File: src/rtl/cu_pkg.sv
// Shared decode types: control bundle layout, RV32 opcodes, ALU/immediate/result encodings.
// Latency: n/a (types and constants only).
// Backpressure: n/a.
package cu_pkg;

    // Major opcodes decoded by this core
    localparam logic [6:0] OPC_OP     = 7'd51;
    localparam logic [6:0] OPC_LOAD   = 7'd3;
    localparam logic [6:0] OPC_OP_IMM = 7'd19;
    localparam logic [6:0] OPC_STORE  = 7'd35;
    localparam logic [6:0] OPC_BRANCH = 7'd99;
    localparam logic [6:0] OPC_JALR   = 7'd103;
    localparam logic [6:0] OPC_JAL    = 7'd111;
    localparam logic [6:0] OPC_LUI    = 7'd55;
    localparam logic [6:0] OPC_AUIPC  = 7'd23;

    // funct7 groups on OPC_OP
    localparam logic [6:0] F7_BASE   = 7'h00;
    localparam logic [6:0] F7_ALT    = 7'h20;
    localparam logic [6:0] F7_MULDIV = 7'h01;

    // ALU operation classes (execute refines FUNCT/MUL/DIV with funct3/funct7)
    localparam logic [2:0] ALU_OP_BR    = 3'd1;
    localparam logic [2:0] ALU_OP_FUNCT = 3'd2;
    localparam logic [2:0] ALU_OP_LUI   = 3'd3;
    localparam logic [2:0] ALU_OP_MUL   = 3'd4;
    localparam logic [2:0] ALU_OP_DIV   = 3'd5;

    // Immediate formats
    localparam logic [2:0] IMM_I = 3'd0;
    localparam logic [2:0] IMM_S = 3'd1;
    localparam logic [2:0] IMM_B = 3'd2;
    localparam logic [2:0] IMM_J = 3'd3;
    localparam logic [2:0] IMM_U = 3'd4;

    // Writeback source select
    localparam logic [1:0] RES_MEM = 2'd1;
    localparam logic [1:0] RES_PC4 = 2'd2;

    typedef struct packed {
        logic       jump;
        logic       branch;
        logic [1:0] result_src;
        logic       mem_write;
        logic       alu_src;
        logic [2:0] imm_src;
        logic       reg_write;
        logic [2:0] alu_op;
        logic       jalr;
        logic       op1_pc;
        logic       rs1_used;
        logic       rs2_used;
        logic       mul_en;
        logic       div_en;
        logic       illegal;
    } ctrl_t;

    // True for anything that needs the M-extension datapath
    function automatic logic is_m_op(ctrl_t c);
        return c.mul_en | c.div_en;
    endfunction

endpackage

File: src/rtl/decode_stage_ctrl_if.sv
// Fetch->decode->execute handshake bundle; slave = decode stage, master = surrounding pipeline.
// Latency: n/a (wiring only).
// Backpressure: in_ready/out_ready valid-ready pairs carried through unchanged.
interface decode_stage_ctrl_if
    import cu_pkg::*;
#(
    parameter int XLEN = 32
);
    logic            in_valid;
    logic            in_ready;
    logic [31:0]     in_instr;
    logic [XLEN-1:0] in_pc;
    logic            flush;
    logic            out_valid;
    logic            out_ready;
    logic [XLEN-1:0] out_pc;
    logic [4:0]      out_rd;
    logic [4:0]      out_rs1;
    logic [4:0]      out_rs2;
    logic [2:0]      out_funct3;
    ctrl_t           out_ctrl;
    logic            div_busy;

    modport slave (
        input  in_valid, in_instr, in_pc, flush, out_ready,
        output in_ready, out_valid, out_pc, out_rd, out_rs1, out_rs2,
               out_funct3, out_ctrl, div_busy
    );

    modport master (
        output in_valid, in_instr, in_pc, flush, out_ready,
        input  in_ready, out_valid, out_pc, out_rd, out_rs1, out_rs2,
               out_funct3, out_ctrl, div_busy
    );
endinterface

File: src/rtl/decode_ctrl_comb.sv
// Pure instruction -> ctrl_t decoder; illegal encodings trap when CU_ILLEGAL_TRAP_EN is defined, else become NOPs.
// Latency: combinational.
// Backpressure: none (no state).
module decode_ctrl_comb
    import cu_pkg::*;
#(
    parameter int M_EXT = 1
) (
    input  logic [31:0] instr,
    output ctrl_t       ctrl
);
    logic [6:0] opcode;
    logic [6:0] funct7;
    ctrl_t      ctrl_raw;
    logic       bad;

    assign opcode = instr[6:0];
    assign funct7 = instr[31:25];

    // Opcode table; an all-zero word is a bubble and never flagged illegal
    always_comb begin
        ctrl_raw = '0;
        bad      = 1'b0;
        case (opcode)
            OPC_OP: begin
                ctrl_raw.reg_write = 1'b1;
                ctrl_raw.rs1_used  = 1'b1;
                ctrl_raw.rs2_used  = 1'b1;
                ctrl_raw.alu_op    = ALU_OP_FUNCT;
                if (funct7 == F7_MULDIV && M_EXT != 0) begin
                    ctrl_raw.alu_op = instr[14] ? ALU_OP_DIV : ALU_OP_MUL;
                    ctrl_raw.div_en = instr[14];
                    ctrl_raw.mul_en = ~instr[14];
                end else if (funct7 != F7_BASE && funct7 != F7_ALT) begin
                    bad = 1'b1;
                end
            end
            OPC_LOAD: begin
                ctrl_raw.result_src = RES_MEM;
                ctrl_raw.alu_src    = 1'b1;
                ctrl_raw.imm_src    = IMM_I;
                ctrl_raw.reg_write  = 1'b1;
                ctrl_raw.rs1_used   = 1'b1;
            end
            OPC_OP_IMM: begin
                ctrl_raw.alu_src   = 1'b1;
                ctrl_raw.imm_src   = IMM_I;
                ctrl_raw.reg_write = 1'b1;
                ctrl_raw.alu_op    = ALU_OP_FUNCT;
                ctrl_raw.rs1_used  = 1'b1;
            end
            OPC_STORE: begin
                ctrl_raw.mem_write = 1'b1;
                ctrl_raw.alu_src   = 1'b1;
                ctrl_raw.imm_src   = IMM_S;
                ctrl_raw.rs1_used  = 1'b1;
                ctrl_raw.rs2_used  = 1'b1;
            end
            OPC_BRANCH: begin
                ctrl_raw.branch   = 1'b1;
                ctrl_raw.imm_src  = IMM_B;
                ctrl_raw.alu_op   = ALU_OP_BR;
                ctrl_raw.rs1_used = 1'b1;
                ctrl_raw.rs2_used = 1'b1;
            end
            OPC_JALR: begin
                ctrl_raw.jump       = 1'b1;
                ctrl_raw.jalr       = 1'b1;
                ctrl_raw.result_src = RES_PC4;
                ctrl_raw.alu_src    = 1'b1;
                ctrl_raw.imm_src    = IMM_I;
                ctrl_raw.reg_write  = 1'b1;
                ctrl_raw.rs1_used   = 1'b1;
            end
            OPC_JAL: begin
                ctrl_raw.jump       = 1'b1;
                ctrl_raw.result_src = RES_PC4;
                ctrl_raw.alu_src    = 1'b1;
                ctrl_raw.imm_src    = IMM_J;
                ctrl_raw.reg_write  = 1'b1;
            end
            OPC_LUI: begin
                ctrl_raw.alu_src   = 1'b1;
                ctrl_raw.imm_src   = IMM_U;
                ctrl_raw.reg_write = 1'b1;
                ctrl_raw.alu_op    = ALU_OP_LUI;
            end
            OPC_AUIPC: begin
                ctrl_raw.alu_src   = 1'b1;
                ctrl_raw.imm_src   = IMM_U;
                ctrl_raw.reg_write = 1'b1;
                ctrl_raw.op1_pc    = 1'b1;
            end
            default: bad = (instr != '0);
        endcase
    end

    // Illegal words never carry side effects downstream: all enables cleared
    always_comb begin
        ctrl = ctrl_raw;
        if (bad) begin
            ctrl = '0;
`ifdef CU_ILLEGAL_TRAP_EN
            ctrl.illegal = 1'b1;
`endif
        end
    end
endmodule

File: src/rtl/decode_stage_ctrl.sv
// Registered decode stage with divider-occupancy tracking; CU_ILLEGAL_TRAP_EN selects trap vs NOP for illegal words.
// Latency: 1 cycle accept -> out_valid, 1 instr/cycle when unstalled.
// Backpressure: holds output under ~out_ready; M ops also stall while a DIV/REM occupies the divider.
module decode_stage_ctrl
    import cu_pkg::*;
#(
    parameter int XLEN       = 32,   // must match the interface XLEN
    parameter int M_EXT      = 1,
    parameter int DIV_CYCLES = 34    // >= 2
) (
    input  logic clk,
    input  logic rst_n,
    decode_stage_ctrl_if.slave bus
);
    localparam int              CW        = $clog2(DIV_CYCLES);
    localparam logic [CW-1:0]   BUSY_LOAD = CW'(DIV_CYCLES - 1);

    ctrl_t           dec_ctrl;
    logic            dec_m, m_block, in_ready, accept, div_handoff;

    logic            out_valid_q, out_valid_d;
    ctrl_t           out_ctrl_q, out_ctrl_d;
    logic [XLEN-1:0] out_pc_q, out_pc_d;
    logic [4:0]      out_rd_q, out_rd_d, out_rs1_q, out_rs1_d, out_rs2_q, out_rs2_d;
    logic [2:0]      out_funct3_q, out_funct3_d;
    logic [CW-1:0]   busy_cnt_q, busy_cnt_d;

    decode_ctrl_comb #(.M_EXT(M_EXT)) u_dec (
        .instr (bus.in_instr),
        .ctrl  (dec_ctrl)
    );

    // Handshake: a DIV sitting in the output register counts as occupying the divider already
    always_comb begin
        dec_m       = is_m_op(dec_ctrl);
        m_block     = (busy_cnt_q != '0) | (out_valid_q & out_ctrl_q.div_en);
        in_ready    = (~out_valid_q | bus.out_ready) & ~(dec_m & m_block);
        accept      = bus.in_valid & in_ready & ~bus.flush;
        div_handoff = out_valid_q & bus.out_ready & out_ctrl_q.div_en & ~bus.flush;
    end

    // Output register: load on accept, drain on consume/flush, otherwise hold stable
    always_comb begin
        out_valid_d  = out_valid_q;
        out_ctrl_d   = out_ctrl_q;
        out_pc_d     = out_pc_q;
        out_rd_d     = out_rd_q;
        out_rs1_d    = out_rs1_q;
        out_rs2_d    = out_rs2_q;
        out_funct3_d = out_funct3_q;
        if (accept) begin
            out_valid_d  = 1'b1;
            out_ctrl_d   = dec_ctrl;
            out_pc_d     = bus.in_pc;
            out_rd_d     = bus.in_instr[11:7];
            out_rs1_d    = dec_ctrl.rs1_used ? bus.in_instr[19:15] : 5'd0;
            out_rs2_d    = dec_ctrl.rs2_used ? bus.in_instr[24:20] : 5'd0;
            out_funct3_d = bus.in_instr[14:12];
        end else if (bus.out_ready | bus.flush) begin
            out_valid_d = 1'b0;
        end
    end

    // Divider occupancy: starts on a real DIV handoff, counts down to idle
    always_comb begin
        busy_cnt_d = busy_cnt_q;
        if (div_handoff) begin
            busy_cnt_d = BUSY_LOAD;
        end else if (busy_cnt_q != '0) begin
            busy_cnt_d = busy_cnt_q - CW'(1);
        end
    end

    // State registers; reset drops any divider tracking along with the pipeline
    always_ff @(posedge clk or negedge rst_n) begin
        if (!rst_n) begin
            out_valid_q  <= 1'b0;
            out_ctrl_q   <= '0;
            out_pc_q     <= '0;
            out_rd_q     <= '0;
            out_rs1_q    <= '0;
            out_rs2_q    <= '0;
            out_funct3_q <= '0;
            busy_cnt_q   <= '0;
        end else begin
            out_valid_q  <= out_valid_d;
            out_ctrl_q   <= out_ctrl_d;
            out_pc_q     <= out_pc_d;
            out_rd_q     <= out_rd_d;
            out_rs1_q    <= out_rs1_d;
            out_rs2_q    <= out_rs2_d;
            out_funct3_q <= out_funct3_d;
            busy_cnt_q   <= busy_cnt_d;
        end
    end

    assign bus.in_ready   = in_ready;
    assign bus.out_valid  = out_valid_q;
    assign bus.out_ctrl   = out_ctrl_q;
    assign bus.out_pc     = out_pc_q;
    assign bus.out_rd     = out_rd_q;
    assign bus.out_rs1    = out_rs1_q;
    assign bus.out_rs2    = out_rs2_q;
    assign bus.out_funct3 = out_funct3_q;
    assign bus.div_busy   = (busy_cnt_q != '0);
endmodule

File: src/flat_wrapper.sv
// flat-port wrapper written by rule: the top's interface ports become plain ports
module decode_stage_ctrl_flat import cu_pkg::*;
#(
    parameter int XLEN       = 32,                                   
    parameter int M_EXT      = 1,
    parameter int DIV_CYCLES = 34           
)
  (clk, rst_n, bus_in_valid, bus_in_instr, bus_in_pc, bus_flush, bus_out_ready, bus_in_ready, bus_out_valid, bus_out_pc, bus_out_rd, bus_out_rs1, bus_out_rs2, bus_out_funct3, bus_out_ctrl, bus_div_busy);
  decode_stage_ctrl_if #(.XLEN(XLEN)) bus_i ();
  input  logic clk;
  input  logic rst_n;
  input wire logic [$bits(bus_i.in_valid)-1:0] bus_in_valid;
  input wire logic [$bits(bus_i.in_instr)-1:0] bus_in_instr;
  input wire logic [$bits(bus_i.in_pc)-1:0] bus_in_pc;
  input wire logic [$bits(bus_i.flush)-1:0] bus_flush;
  input wire logic [$bits(bus_i.out_ready)-1:0] bus_out_ready;
  output wire logic [$bits(bus_i.in_ready)-1:0] bus_in_ready;
  output wire logic [$bits(bus_i.out_valid)-1:0] bus_out_valid;
  output wire logic [$bits(bus_i.out_pc)-1:0] bus_out_pc;
  output wire logic [$bits(bus_i.out_rd)-1:0] bus_out_rd;
  output wire logic [$bits(bus_i.out_rs1)-1:0] bus_out_rs1;
  output wire logic [$bits(bus_i.out_rs2)-1:0] bus_out_rs2;
  output wire logic [$bits(bus_i.out_funct3)-1:0] bus_out_funct3;
  output wire logic [$bits(bus_i.out_ctrl)-1:0] bus_out_ctrl;
  output wire logic [$bits(bus_i.div_busy)-1:0] bus_div_busy;
  assign bus_i.in_valid = bus_in_valid;
  assign bus_i.in_instr = bus_in_instr;
  assign bus_i.in_pc = bus_in_pc;
  assign bus_i.flush = bus_flush;
  assign bus_i.out_ready = bus_out_ready;
  assign bus_in_ready = bus_i.in_ready;
  assign bus_out_valid = bus_i.out_valid;
  assign bus_out_pc = bus_i.out_pc;
  assign bus_out_rd = bus_i.out_rd;
  assign bus_out_rs1 = bus_i.out_rs1;
  assign bus_out_rs2 = bus_i.out_rs2;
  assign bus_out_funct3 = bus_i.out_funct3;
  assign bus_out_ctrl = bus_i.out_ctrl;
  assign bus_div_busy = bus_i.div_busy;
  decode_stage_ctrl #(.XLEN(XLEN), .M_EXT(M_EXT), .DIV_CYCLES(DIV_CYCLES)) u_core (.clk(clk), .rst_n(rst_n), .bus(bus_i));
endmodule
File: config.mk
export PLATFORM = sky130hd
export DESIGN_NAME = decode_stage_ctrl_flat
export DESIGN_NICKNAME = d
export VERILOG_FILES = /design/src/rtl/cu_pkg.sv /design/src/rtl/decode_stage_ctrl_if.sv /design/src/rtl/decode_ctrl_comb.sv /design/src/rtl/decode_stage_ctrl.sv /design/src/flat_wrapper.sv
export SDC_FILE = /design/constraint.sdc
export NUM_CORES = 1
export LEC_CHECK = 0
export ABC_AREA = 1
export BUFFER_PORTS_ARGS = -buffer_cell sky130_fd_sc_hd__buf_2
export CORE_AREA = 2 2 95 97
export DETAILED_ROUTE_END_ITERATION = 10
export DIE_AREA = 0 0 97 99
export GPL_ROUTABILITY_DRIVEN = 0
export PLACE_DENSITY = 0.68
export REMOVE_ABC_BUFFERS = 1
export SLEW_MARGIN = 20
export SYNTH_ARGS = -nofsm -noshare
export SYNTH_HDL_FRONTEND = slang
export SYNTH_SLANG_ARGS = --single-unit
File: constraint.sdc
create_clock -name clk -period 2.2 [get_ports clk]
set_clock_uncertainty 0.2 [all_clocks]
set_input_delay 0.11 -clock clk [delete_from_list [all_inputs] [get_ports clk]]
set_output_delay 0.11 -clock clk [all_outputs]
set_load 0.1 [all_outputs]
==> reports/results.ini <==
[pwr]
power.share.clock_pct=23.6
cell_internal_pwr_uw=2510
p_leak_uw=0.00281
switching_share_pct=43.9
peakVddDrop_v=0.000466
p_sw_uw=1970
p_per_area_nw_per_um2=902
p_seq_share_pct=37.3
finalPower_uw=4490
power_frac_comb_pct=39.2

[sta]
hold_viol=0
fmax_mhz=481
final.setup.worst_slack_ps=122
finalSetupViolations=0
final_max_slew_viol_count=0
rsz0062_at_grt=false
fin_crit_sh_pct=94.5
period_needed_ps=2080

[layout]
finalNonFillerCells=721
antenna_cells=0
multi_input_area_sq_um=1260
synthToLayoutAreaGrowth_pct=47.9
drive_above_1_share_pct=27.9
regArea_sq_um=1880
n_fill_cell=768
final_nets=678

[routing]
antenna_left=0
wl_um=9090
routed_via_density=4.62
drt-pass1-iter-count=4
drtIter0Drc=89
drc=0
wl_per_cell_um=12.6
dr_total_vias=3332

[global_route]
grt_pass1_wl_um=15200
antenna_found_initial=0
grt_pass1_vias=3201
grt_max_degree=44
grt.overflow.total=0
groute.usage.overall_pct=19.5

[place]
dp.cells=647
place_ws_ps=107
dp_hpwl_um=6280
io_buffers=140

[logic_synthesis]
yosysTopAreaCellShare_pct=55.8
synth_cell_types=28
ys_seq_elements=75
yosysMostFrequentCell=nand2_1
syn_area_sq_um=3360
synth-main-ff-cell=dfrtp_1
synth_top_area_cell=dfrtp_1
ys_async_sr_fraction_pct=100
synth_edf_count=0
yosysSeqAreaShare_pct=55.8
syn_inst=410
ys_top_cells_by_area=dfrtp_1 (56%), nand2_1 (21%), inv_1 (3.0%)
yosysWarningCount=0
synth_common_cells=nand2_1 (185), dfrtp_1 (75), inv_1 (27)
avgSynthCellArea_sq_um=8.20

[clock_tree]
cts_max_level=3
clock_path_buffers=2
clk_pin_slew_ps=80
cts_tree=built
cts-root-buf=clkbuf_8
clock_latency_ps=330
cts_inserted_buffers=9
cts_sinks=75

[worst_setup_path]
crit_arrival_ps=1770
max_stage_delay_ps=380
cp_max_fo=4
worstPathCellList=inv_2 > ha_1 > nand2_1 > nor2_4 > nand3_1 > nand3_1 > nand2_2 > inv_4 > buf_12
ff2ff_setup_slack_ps=170
reg2reg_depth=11
path_buf_inv=3
slowest_stage=dfrtp_1
worst-setup-path-type=flop to output pin
cp_top_family=simple AND/OR/NAND/NOR gates
worstPathRequired_ps=1890
cp_common_cell=nand3_1
crit_path_end_kind=output pin
cp.depth=9
start_kind=flop

[die]
core_sq_um=8550
die_area_sq_um=9600
core.rowCount=34
die_y_um=99
initial_utilization_pct=39.3
io_pins=142
die_w_um=97

[run_status]
status=completed

[min_path]
min_path_type=input port to flop
min_path_cells=5

[job]
drv_cap=0

==> worst register-to-register path, delay by kind of cell (launching register included) <==
family	cells	cell delay, ps
DFF	1	380
adders and majority gates	1	160
buffers and inverters	2	270
AOI/OAI and AO/OA	1	140
and+or+nand+nor	7	800
==> through the flow <==
stage | hold WS [ps] | util, % | setup TNS [ps] | instance area (sq um)
floorplan | -386 | - | -21700 | 3240
global placement | -92.7 | 48.8 | 0 | 4170
detailed placement | -84.8 | 48.8 | 0 | 4170
CTS | 16.9 | 57.8 | 0 | 4950
global route | 66.2 | 58.1 | 0 | 4970
finish | 40.1 | 58.1 | 0 | 4970
==> cells in the final DEF (no fill, tap or decap), types with 2 or more instances in the layout <==
| cell type | n |
|---|---|
| a21oi_1 | 6 |
| buf_12 | 4 |
| buf_2 | 137 |
| buf_4 | 3 |
| buf_6 | 2 |
| clkbuf_8 | 10 |
| dfrtp_1 | 75 |
| dlygate4sd3_1 | 57 |
| inv_1 | 26 |
| inv_2 | 2 |
| inv_6 | 2 |
| nand2_1 | 185 |
| nand2_2 | 2 |
| nand3_1 | 19 |
| nand4_1 | 13 |
| nor2_1 | 24 |
| nor2_4 | 2 |
| nor3_1 | 7 |
| o21a_1 | 3 |
| o21ai_0 | 15 |
| o21ai_1 | 2 |
| xor2_1 | 2 |
==> state kept, by name, indices dropped and copies added, names as in the netlist <==
signal,flops
u_core.bus.out_ctrl,18
u_core.bus.out_funct3,3
u_core.bus.out_pc,32
u_core.bus.out_rd,5
u_core.bus.out_rs1,5
u_core.bus.out_rs2,5
u_core.bus.out_valid,1
u_core.busy_cnt_q,6
==> final timing paths <==
| check | start | end |
|---|---|---|
| max in group asynchronous | rst_n | u_core.bus.out_pc[1]$_DFFE_PN0P_ |
| min in group asynchronous | rst_n | u_core.bus.out_ctrl[13]$_DFFE_PN0P_ |
| hold reg to reg | u_core.bus.out_pc[29]$_DFFE_PN0P_ | u_core.bus.out_pc[29]$_DFFE_PN0P_ |
| setup reg to reg | u_core.busy_cnt_q[0]$_DFFE_PN0P_ | u_core.bus.out_ctrl[2]$_DFFE_PN0P_ |
| hold / removal | bus_in_instr[2] | u_core.bus.out_ctrl[6]$_DFFE_PN0P_ |
| setup / recovery | u_core.busy_cnt_q[0]$_DFFE_PN0P_ | bus_in_ready |
==> layout make-up <==
type,instances,share of cell area [%]
well taps,108,2.72
inverters,29,2.24
clock buffers,11,2.84
repair buffers,204,27.9
flip-flops and latches,75,37.8
multi-input cells,289,25.3
clock inverters,5,1.21
==> per-layer routing <==
layer | part of all wire, % | GRT usage (%) | up-vias
li1 | - | - | 1681
met1 | 44 | 25.3 | 1541
met2 | 50 | 33.3 | 101
met3 | 5.3 | 3.19 | 9
met4 | 0.90 | 6.83 | 0
met5 | 0 | 0 | -
==> power by group through the flow <==
| stage | Combinational [uW] | Sequential [uW] | Clock (uW) |
|---|---|---|---|
| 4_1_cts | 1740 | 1670 | 1100 |
| 2_1_floorplan | 371 | 2620 | 0 |
| 5_1_grt | 1860 | 1700 | 1170 |
| 3_3_place_gp | 1640 | 1680 | 0 |
| 3_5_place_dp | 1660 | 1690 | 0 |
| 6_report | 1760 | 1670 | 1060 |
==> cells by family (layout without fill, tap and decap cells) <==
family	Yosys count	in the layout	synth area share, %
xor+xnor	3	3	0.782
flops	75	75	55.8
other cells	1	1	0.112
compound gates	28	28	4.54
buf+inv	46	249	6.92
simple gates	256	256	31.4
fa+ha+maj	1	1	0.372
==> what timing repair did <==
| item | CTS | global route |
|---|---|---|
| hold buffers | 57 | 0 |
| hold endpoints to repair | 132 | 0 |
| resized for setup | 0 | 6 |
| buffers inserted | 0 | 1 |
| setup endpoints to repair | 0 | 37 |
Power figures use the tool's default switching activity.
